### src/rtl/serial_bit_source.sv
// Parallel-to-serial feeder for the sequence detector: first bit on x one cycle after accept, then 1 bit/clk.
// Backpressure: one-word holding register; din_ready drops only while it is full.
module serial_bit_source #(
  parameter int unsigned WIDTH     = 8,
  parameter bit          MSB_FIRST = 1'b1,
  parameter logic        IDLE_BIT  = 1'b0
) (
  input  logic             clk,
  input  logic             rst,
  input  logic [WIDTH-1:0] din,
  input  logic             din_valid,
  output logic             din_ready,
  output logic             x,
  output logic             x_valid,
  output logic             word_start,
  output logic             busy
);

  localparam int unsigned CNT_W = $clog2(WIDTH);
  localparam logic [CNT_W-1:0] LAST_CNT = CNT_W'(WIDTH - 1);

  typedef enum logic {
    S_IDLE,
    S_SHIFT
  } state_t;

  state_t           state_q;
  logic [WIDTH-1:0] shift_q;
  logic [CNT_W-1:0] cnt_q;
  logic [WIDTH-1:0] hold_q;
  logic             hold_full_q;
  logic             x_q;
  logic             x_valid_q;
  logic             word_start_q;
  logic             en_q;

  logic             accept;
  logic             load_from_hold;
  logic [WIDTH-1:0] load_word;
  logic [WIDTH-1:0] load_ord;

  // Shift register always drains from bit 0, so reorder the word once at load time.
  function automatic logic [WIDTH-1:0] order_bits(input logic [WIDTH-1:0] w);
    logic [WIDTH-1:0] r;
    r = w;
    if (MSB_FIRST) begin
      for (int i = 0; i < int'(WIDTH); i++) begin
        r[i] = w[int'(WIDTH) - 1 - i];
      end
    end
    return r;
  endfunction

  // en_q keeps din_ready low during reset and for the first cycle after release.
  assign din_ready      = en_q & ~hold_full_q;
  assign accept         = din_valid & din_ready;
  assign load_from_hold = (state_q == S_SHIFT) && (cnt_q == '0) && hold_full_q;
  assign load_word      = load_from_hold ? hold_q : din;
  assign load_ord       = order_bits(load_word);

  assign x          = x_q;
  assign x_valid    = x_valid_q;
  assign word_start = word_start_q;
  assign busy       = (state_q == S_SHIFT) | hold_full_q;

  always_ff @(posedge clk or negedge rst) begin
    if (!rst) begin
      state_q      <= S_IDLE;
      shift_q      <= '0;
      cnt_q        <= '0;
      hold_q       <= '0;
      hold_full_q  <= 1'b0;
      x_q          <= IDLE_BIT;
      x_valid_q    <= 1'b0;
      word_start_q <= 1'b0;
      en_q         <= 1'b0;
    end else begin
      en_q <= 1'b1;
      case (state_q)
        S_IDLE: begin
          if (accept) begin
            state_q      <= S_SHIFT;
            shift_q      <= load_ord >> 1;
            x_q          <= load_ord[0];
            x_valid_q    <= 1'b1;
            word_start_q <= 1'b1;
            cnt_q        <= LAST_CNT;
          end else begin
            x_q          <= IDLE_BIT;
            x_valid_q    <= 1'b0;
            word_start_q <= 1'b0;
          end
        end
        S_SHIFT: begin
          if (cnt_q != '0) begin
            x_q          <= shift_q[0];
            shift_q      <= shift_q >> 1;
            cnt_q        <= cnt_q - 1'b1;
            word_start_q <= 1'b0;
            if (accept) begin
              hold_q      <= din;
              hold_full_q <= 1'b1;
            end
          end else if (hold_full_q || accept) begin
            // Last bit on x: chain the next word with no gap, held word first.
            shift_q      <= load_ord >> 1;
            x_q          <= load_ord[0];
            x_valid_q    <= 1'b1;
            word_start_q <= 1'b1;
            cnt_q        <= LAST_CNT;
            hold_full_q  <= 1'b0;
          end else begin
            state_q      <= S_IDLE;
            x_q          <= IDLE_BIT;
            x_valid_q    <= 1'b0;
            word_start_q <= 1'b0;
          end
        end
        default: begin
          state_q <= S_IDLE;
        end
      endcase
    end
  end

endmodule
### config.mk
export PLATFORM = sky130hd
export DESIGN_NAME = serial_bit_source
export DESIGN_NICKNAME = d
export VERILOG_FILES = /design/src/rtl/serial_bit_source.sv
export SDC_FILE = /design/constraint.sdc
export NUM_CORES = 1
export LEC_CHECK = 0
export CORE_ASPECT_RATIO = 0.7
export CORE_UTILIZATION = 40
export CTS_CLUSTER_DIAMETER = 80
export CTS_CLUSTER_SIZE = 28
export DETAILED_ROUTE_END_ITERATION = 16
export HOLD_SLACK_MARGIN = 0.08
export PLACE_DENSITY = 0.69
export SLEW_MARGIN = 20
export SYNTH_ARGS = -nofsm -noshare
export SYNTH_HDL_FRONTEND = slang
export SYNTH_SLANG_ARGS = --single-unit
### constraint.sdc
create_clock -name clk -period 2.25 [get_ports clk]
set_clock_uncertainty 0.1 [all_clocks]
set_input_delay 0.225 -clock clk [delete_from_list [all_inputs] [get_ports clk]]
set_output_delay 0.225 -clock clk [all_outputs]
set_load 0.01 [all_outputs]
==> results of run 1 <==
==> registers in the layout, indices dropped and copies added, names as in the netlist <==
name         flops
en_q             1
state_q          1
cnt_q            3
word_start       1
hold_full_q      1
x                1
hold_q           8
shift_q          7
x_valid          1
==> through the flow <==
step / total power, uW / setup WS [ps] / cells
2_1_floorplan: 1320 / 377 / 109
3_3_place_gp: 1540 / 224 / 157
3_5_place_dp: 1560 / 146 / 157
4_1_cts: 1810 / 129 / 160
5_1_grt: 1950 / 137 / 160
6_report: 1810 / 223 / 160
==> critical path, cell delays in order, from the launching register on <==
cell and delay (ps):
dfrtp_1 590, or2_2 370, clkdlybuf4s50_1 470
==> worst min-delay path by stage <==
stage                               from  slack, ps              endpoint  depth (start not counted)
floorplan                            rst       -170  cnt_q[0]$_DFFE_PN0P_                          0
global placement    cnt_q[0]$_DFFE_PN0P_        350  cnt_q[0]$_DFFE_PN0P_                          1
detailed placement  cnt_q[0]$_DFFE_PN0P_        360  cnt_q[0]$_DFFE_PN0P_                          1
CTS                                  rst        230  word_start$_DFF_PN0_                          2
global route                         rst        240  cnt_q[2]$_DFFE_PN0P_                          2
finish                               rst        220  cnt_q[2]$_DFFE_PN0P_                          2
==> power by group <==
| part | total, uW | switching, uW | leakage (uW) | internal [uW] |
|---|---|---|---|---|
| sequential | 779 | 138 | 0.000284 | 641 |
| combinational | 784 | 397 | 0.000301 | 388 |
| clock | 251 | 132 | 0.0000216 | 120 |
==> cell families after synthesis <==
logic type,Yosys count,share of synthesized area (%)
simple gates,31,14.7
fa+ha+maj,2,2.15
flops,24,51.7
mux,12,11.3
other cells,1,0.323
buf+inv,11,4.63
compound gates,28,15.2
==> synthesized netlist by cell type, types with 3 or more instances <==
cell type and instances:
a31oi_1 4, nand2_1 7, nand2b_1 3, mux2i_1 3
buf_2 3, nor2_1 9, nand3_1 3, a22oi_1 3
dfrtp_1 24, inv_1 4, a21oi_1 11, o21ai_0 3
mux2_2 9
==> metal layers <==
metal  up-vias  GRT usage [%]  share of wire, %
li1        420              -                 -
met1       429           24.7                51
met2        33           25.9                42
met3         6           4.85               5.3
met4         0           8.51               1.5
met5         -              0                 0
==> cell type report <==
cell class	count	area (um2)	area share [%]
sequential	24	601	42.9
inverter	5	18.8	1.34
tap	34	42.5	3.04
clock buffer	3	41.3	2.95
multi-input combinational	74	510	36.4
timing repair buffer	20	188	13.4
==> summary.md, run 1 <==
| Metric | Value |
|---|---|
| Status | `finished, final reports clean` |
| WP data arrival | `~1700 ps` |
| Die Ht | `~47 um` |
| Via count | `roughly 890` |
| Hold Crit Class | `input port to asynchronous set/reset pin` |
| Syn Inst Count | `roughly 110` |
| Sequential element share of the synthesized area | `around half` |
| Pin count of the biggest net entering global routing | `25` |
| Area growth syn-to-layout | `20.6%` |
| Max frequency | `roughly 500 MHz` |
| R2R cell count | `6` |
| Worst-Margin Slew | `approximately 570 ps` |
| Core box area | `between 2000 and 3000 um2` |
| Cts bufs inserted | `3` |
| Fillers | `~230` |
| Most frequent cells in the layout | `dfrtp_1 (24), clkdlybuf4s50_1 (15), a21oi_1 (11), nor2_1 (9), mux2_2 (9)` |
| Worst Setup SP | `hold_full_q$_DFFE_PN0P_` |
| Cell accounting for the most synthesized area | `dfrtp_1` |
| Setup CP Type | `flop to primary output` |
| First-pass GRT wire length | `between 3000 and 4000 um` |
| Final period utilization | `90.1%` |
| Crit. End Element | `primary output` |
| #FFs+latches synth | `24` |
| Synth Area per Inst | `approximately 11 um2` |
| R2R Path Start | `cnt_q[0]$_DFFE_PN0P_` |
| H-Tree Depth | `1` |
| Most used DFF post-synth | `dfrtp_1` |
| Static Leakage | `about 0.0006 uW` |
| Pwr dens | `roughly 1300 nW/um2` |
| Mapped cell area | `approximately 1200 um2` |
| Number of synthesized flops with an enable pin | `0` |
| Cell row count | `15` |
| Top Ports | `16` |
| Vias in the first global route | `839` |
| FF-to-FF End | `hold_q[6]$_DFFE_PN0P_` |
| Router iterations before antenna repair | `4` |
| Post-CTS sizing | `0` |
| Most common cell after layout, fill and taps aside | `dfrtp_1` |
| Yosys top cell area share | `a little over 50%` |
| Util after Layout | `53.7%` |
| Post-synth ARST share | `between 90% and 100%` |
| Number of hold buffers added after CTS | `0` |
| Clock latency on the worst-skew pair | `~260 ps` |
| Setup Fix Bufs, Post-CTS | `0` |
| Vias per inst | `between 5 and 6` |
| Placer Congestion | `between 0.7 and 0.8` |
| Die footprint | `about 3100 um2` |
| Synth warn | `0` |
| Final HPWL DP | `1620 um` |
| TNS Setup | `0 ps` |
| Max_cap viols | `0` |
| Peak supply drop | `roughly 0.00056 V` |
| Global route overflow | `0` |
| Crit path launch type | `flop` |
| Initial antenna violation count | `0` |
| Starting Density | `approximately 45%` |
| Required @ worst endpoint | `approximately 1900 ps` |
| Die W | `66.4 um` |
| CP max FO | `17` |
| Final Cell Area | `around 1400 um2` |
| Antenna fix cells | `0` |
| Area of placed instances | `around 1400 um2` |
| Final min period | `roughly 2000 ps` |
| CTS Root Cell | `clkbuf_8` |
| Final-report hold violation count | `0` |
| Slew Limit Headroom | `about three fifths` |
| Post-synth cell types | `33` |
| WL/cell | `~15 um` |
| Worst-path clk slew | `80 ps` |
| DRC violation total after the first TritonRoute iteration | `between 40 and 50` |
| FF-to-FF setup slack | `~270 ps` |
| Final #Nets | `roughly 140` |
| Setup crit end | `busy` |
| CTS tree | `done` |
| Unrepaired setup endpoints after global routing | `false` |
| Post-route ant nets | `0` |
| Final WL | `around 2300 um` |
| Hold_ws | `~220 ps` |
| Total track usage | `around 18%` |
| Syn_nets | `between 100 and 150` |
| Layout cell share with drive strength beyond 1 | `17.5%` |
| Sink Count | `24` |
| Count of final setup violators | `0` |
| Synth area leaders | `dfrtp_1 (52%), mux2_2 (8.7%), a21oi_1 (4.7%), nor2_1 (2.9%), mux2i_1 (2.6%)` |
| Clk buf depth | `2` |
| Max-slew violation count | `0` |
| Buffers on Ports | `15` |
| Number of remaining DRC errors | `0` |
(Power assumes the default switching activity.)
==> run 2, diff against run 1 <==
CORE_ASPECT_RATIO = 1.5   (was 0.7)
==> summary.md, run 2 (synthesis results as in run 1) <==
| Metric | Value |
|---|---|
| Cell row count | `23 (+8)` |
| Slew Limit Headroom | `52.8% (-8.9 points)` |
| Slowest cell delay on critical path | `380 ps (-210 ps)` |
| Crit path launch type | `flop` |
| Slowest cell on the critical path | `dfrtp_1` |
| Most common cell after layout, fill and taps aside | `dfrtp_1` |
| Post-route ant nets | `0 (unchanged)` |
| Antenna fix cells | `0 (unchanged)` |
| WL/cell | `13.6 um (-7.0%)` |
| Crit. End Element | `flop` |
| Starting Density | `43.0% (-1.6 points)` |
| Unrepaired setup endpoints after global routing | `false` |
| Worst-Margin Slew | `708 ps (+140 ps)` |
| Top Ports | `16 (unchanged)` |
| Via count | `858 (-3.4%)` |
| Die footprint | `3130 um2 (about the same)` |
| Cts bufs inserted | `3 (unchanged)` |
| Max reg flops | `8 (unchanged)` |
| Clock latency on the worst-skew pair | `260 ps (about the same)` |
| Final min period | `1930 ps (-92.7 ps)` |
| H-Tree Depth | `1 (unchanged)` |
| CTS tree | `done` |
| Router iterations before antenna repair | `4 (unchanged)` |
| Clk buf depth | `2 (unchanged)` |
| Setup Fix Bufs, Post-CTS | `0 (unchanged)` |
| Number of remaining DRC errors | `0 (unchanged)` |
| Count of final setup violators | `0 (unchanged)` |
| TNS Setup | `0 ps (unchanged)` |
| Number of hold buffers added after CTS | `0 (unchanged)` |
| Status | `finished, final reports clean` |
| WP data arrival | `1990 ps (+290 ps)` |
| Initial antenna violation count | `0 (unchanged)` |
| Vias per inst | `5.23 (-5.7%)` |
| Hold Crit Class | `input port to asynchronous set/reset pin` |
| Max_cap viols | `0 (unchanged)` |
| Final WL | `2230 um (-4.7%)` |
| Largest Register | `hold_q` |
| Final period utilization | `86.0% (-4.1 points)` |
| Final #Nets | `142 (+0.71%)` |
| Pin count of the biggest net entering global routing | `25 (unchanged)` |
| Family with the most delay on the worst path | `buffers and inverters` |
| Vias in the first global route | `853 (+1.7%)` |
| Critical path's most frequent cell | `buf_4` |
| First-pass GRT wire length | `3980 um (+1.4%)` |
| Layout cell share with drive strength beyond 1 | `17.3% (-0.14 points)` |
| Cell Chain, Critical Path | `inv_1 -> ha_1 -> nor2b_1 -> buf_4 -> nor4_4 -> buf_4 -> mux2_2` |
| Max frequency | `517 MHz (+4.8%)` |
| Top Registers | `hold_q x8, shift_q x7, cnt_q x3` |
| Placer Congestion | `0.805 (+0.95%)` |
| Die W | `46.0 um (-31%)` |
| CTS Root Cell | `clkbuf_8` |
| Static Leakage | `0.000612 uW (+0.83%)` |
| Util after Layout | `52.1% (-1.6 points)` |
| Max-slew violation count | `0 (unchanged)` |
| DRC violation total after the first TritonRoute iteration | `33 (-23%)` |
| Pwr dens | `1270 nW/um2 (-2.0%)` |
| Total Power | `1790 uW (-1.4%)` |
| Required @ worst endpoint | `2310 ps (+390 ps)` |
| Most frequent cells in the layout | `dfrtp_1 (24), clkdlybuf4s50_1 (15), a21oi_1 (11), nor2_1 (9), mux2_2 (9)` |
| Fillers | `256 (+9.9%)` |
| Post-CTS sizing | `0 (unchanged)` |
| Crit path buf inv count | `3 (+2)` |
| Sink Count | `24 (unchanged)` |
| Total track usage | `18.1% (+0.35 points)` |
| Final-report hold violation count | `0 (unchanged)` |
| Worst-path clk slew | `80 ps (about the same)` |
| Final HPWL DP | `1650 um (+1.4%)` |
| Hold_ws | `210 ps (-6.43 ps)` |
| Die Ht | `68.0 um (+44%)` |
| Core box area | `2710 um2 (+3.7%)` |
| Peak supply drop | `0.000604 V (+7.3%)` |
| Setup CP Type | `flop to flop` |
| CP max FO | `7 (-10)` |
| Global route overflow | `0 (unchanged)` |
| Area growth syn-to-layout | `21.3%` |
| Buffers on Ports | `15 (unchanged)` |
-- run 2: final timing paths --
check                                      from                     to  slack [ps]  cells after the start
setup / recovery           cnt_q[0]$_DFFE_PN0P_  hold_q[4]$_DFFE_PN0P_         320                      7
hold / removal                              rst  hold_q[2]$_DFFE_PN0P_         210                      2
setup reg to reg           cnt_q[0]$_DFFE_PN0P_  hold_q[4]$_DFFE_PN0P_         320                      7
hold reg to reg             x_valid$_DFFE_PN0P_    x_valid$_DFFE_PN0P_         380                      1
max in group asynchronous                   rst   cnt_q[2]$_DFFE_PN0P_        1610                      2
min in group clk            x_valid$_DFFE_PN0P_    x_valid$_DFFE_PN0P_         380                      1
-- run 2: cell type report --
class | count | area [um2] | area share, %
Multi-Input combinational cell | 74 | 508 | 36.0
Tap cell | 37 | 46.3 | 3.28
Inverter | 5 | 18.8 | 1.33
Timing Repair Buffer | 21 | 195 | 13.8
Sequential cell | 24 | 601 | 42.6
Clock buffer | 3 | 41.3 | 2.93
-- run 2: where the power goes --
part           total [uW]  switching [uW]  internal, uW  leakage (uW)
Combinational         778             389           389      0.000306
Sequential            762             121           642      0.000284
Clock                 249             129           120     0.0000216
-- run 2: stage by stage --
step	cell area [um2]	std cells	setup WS, ps
4_1_cts	1410	164	286
5_1_grt	1410	164	118
2_1_floorplan	1160	109	377
6_report	1410	164	316
3_3_place_gp	1370	161	347
3_5_place_dp	1370	161	311
-- run 2: routing by layer --
metal,track usage (%),part of all wire (%),vias to the layer above
met1,22.3,42,420
met2,29.6,53,13
met4,9.93,2.0,0
met5,0,0,-
li1,-,-,421
met3,2.37,2.4,4
==> run 3, diff against run 2 <==
CTS_CLUSTER_DIAMETER = default   (was 80)
==> results of run 3 <==
The final DEF is identical to that of run 2; final timing and power are the same.
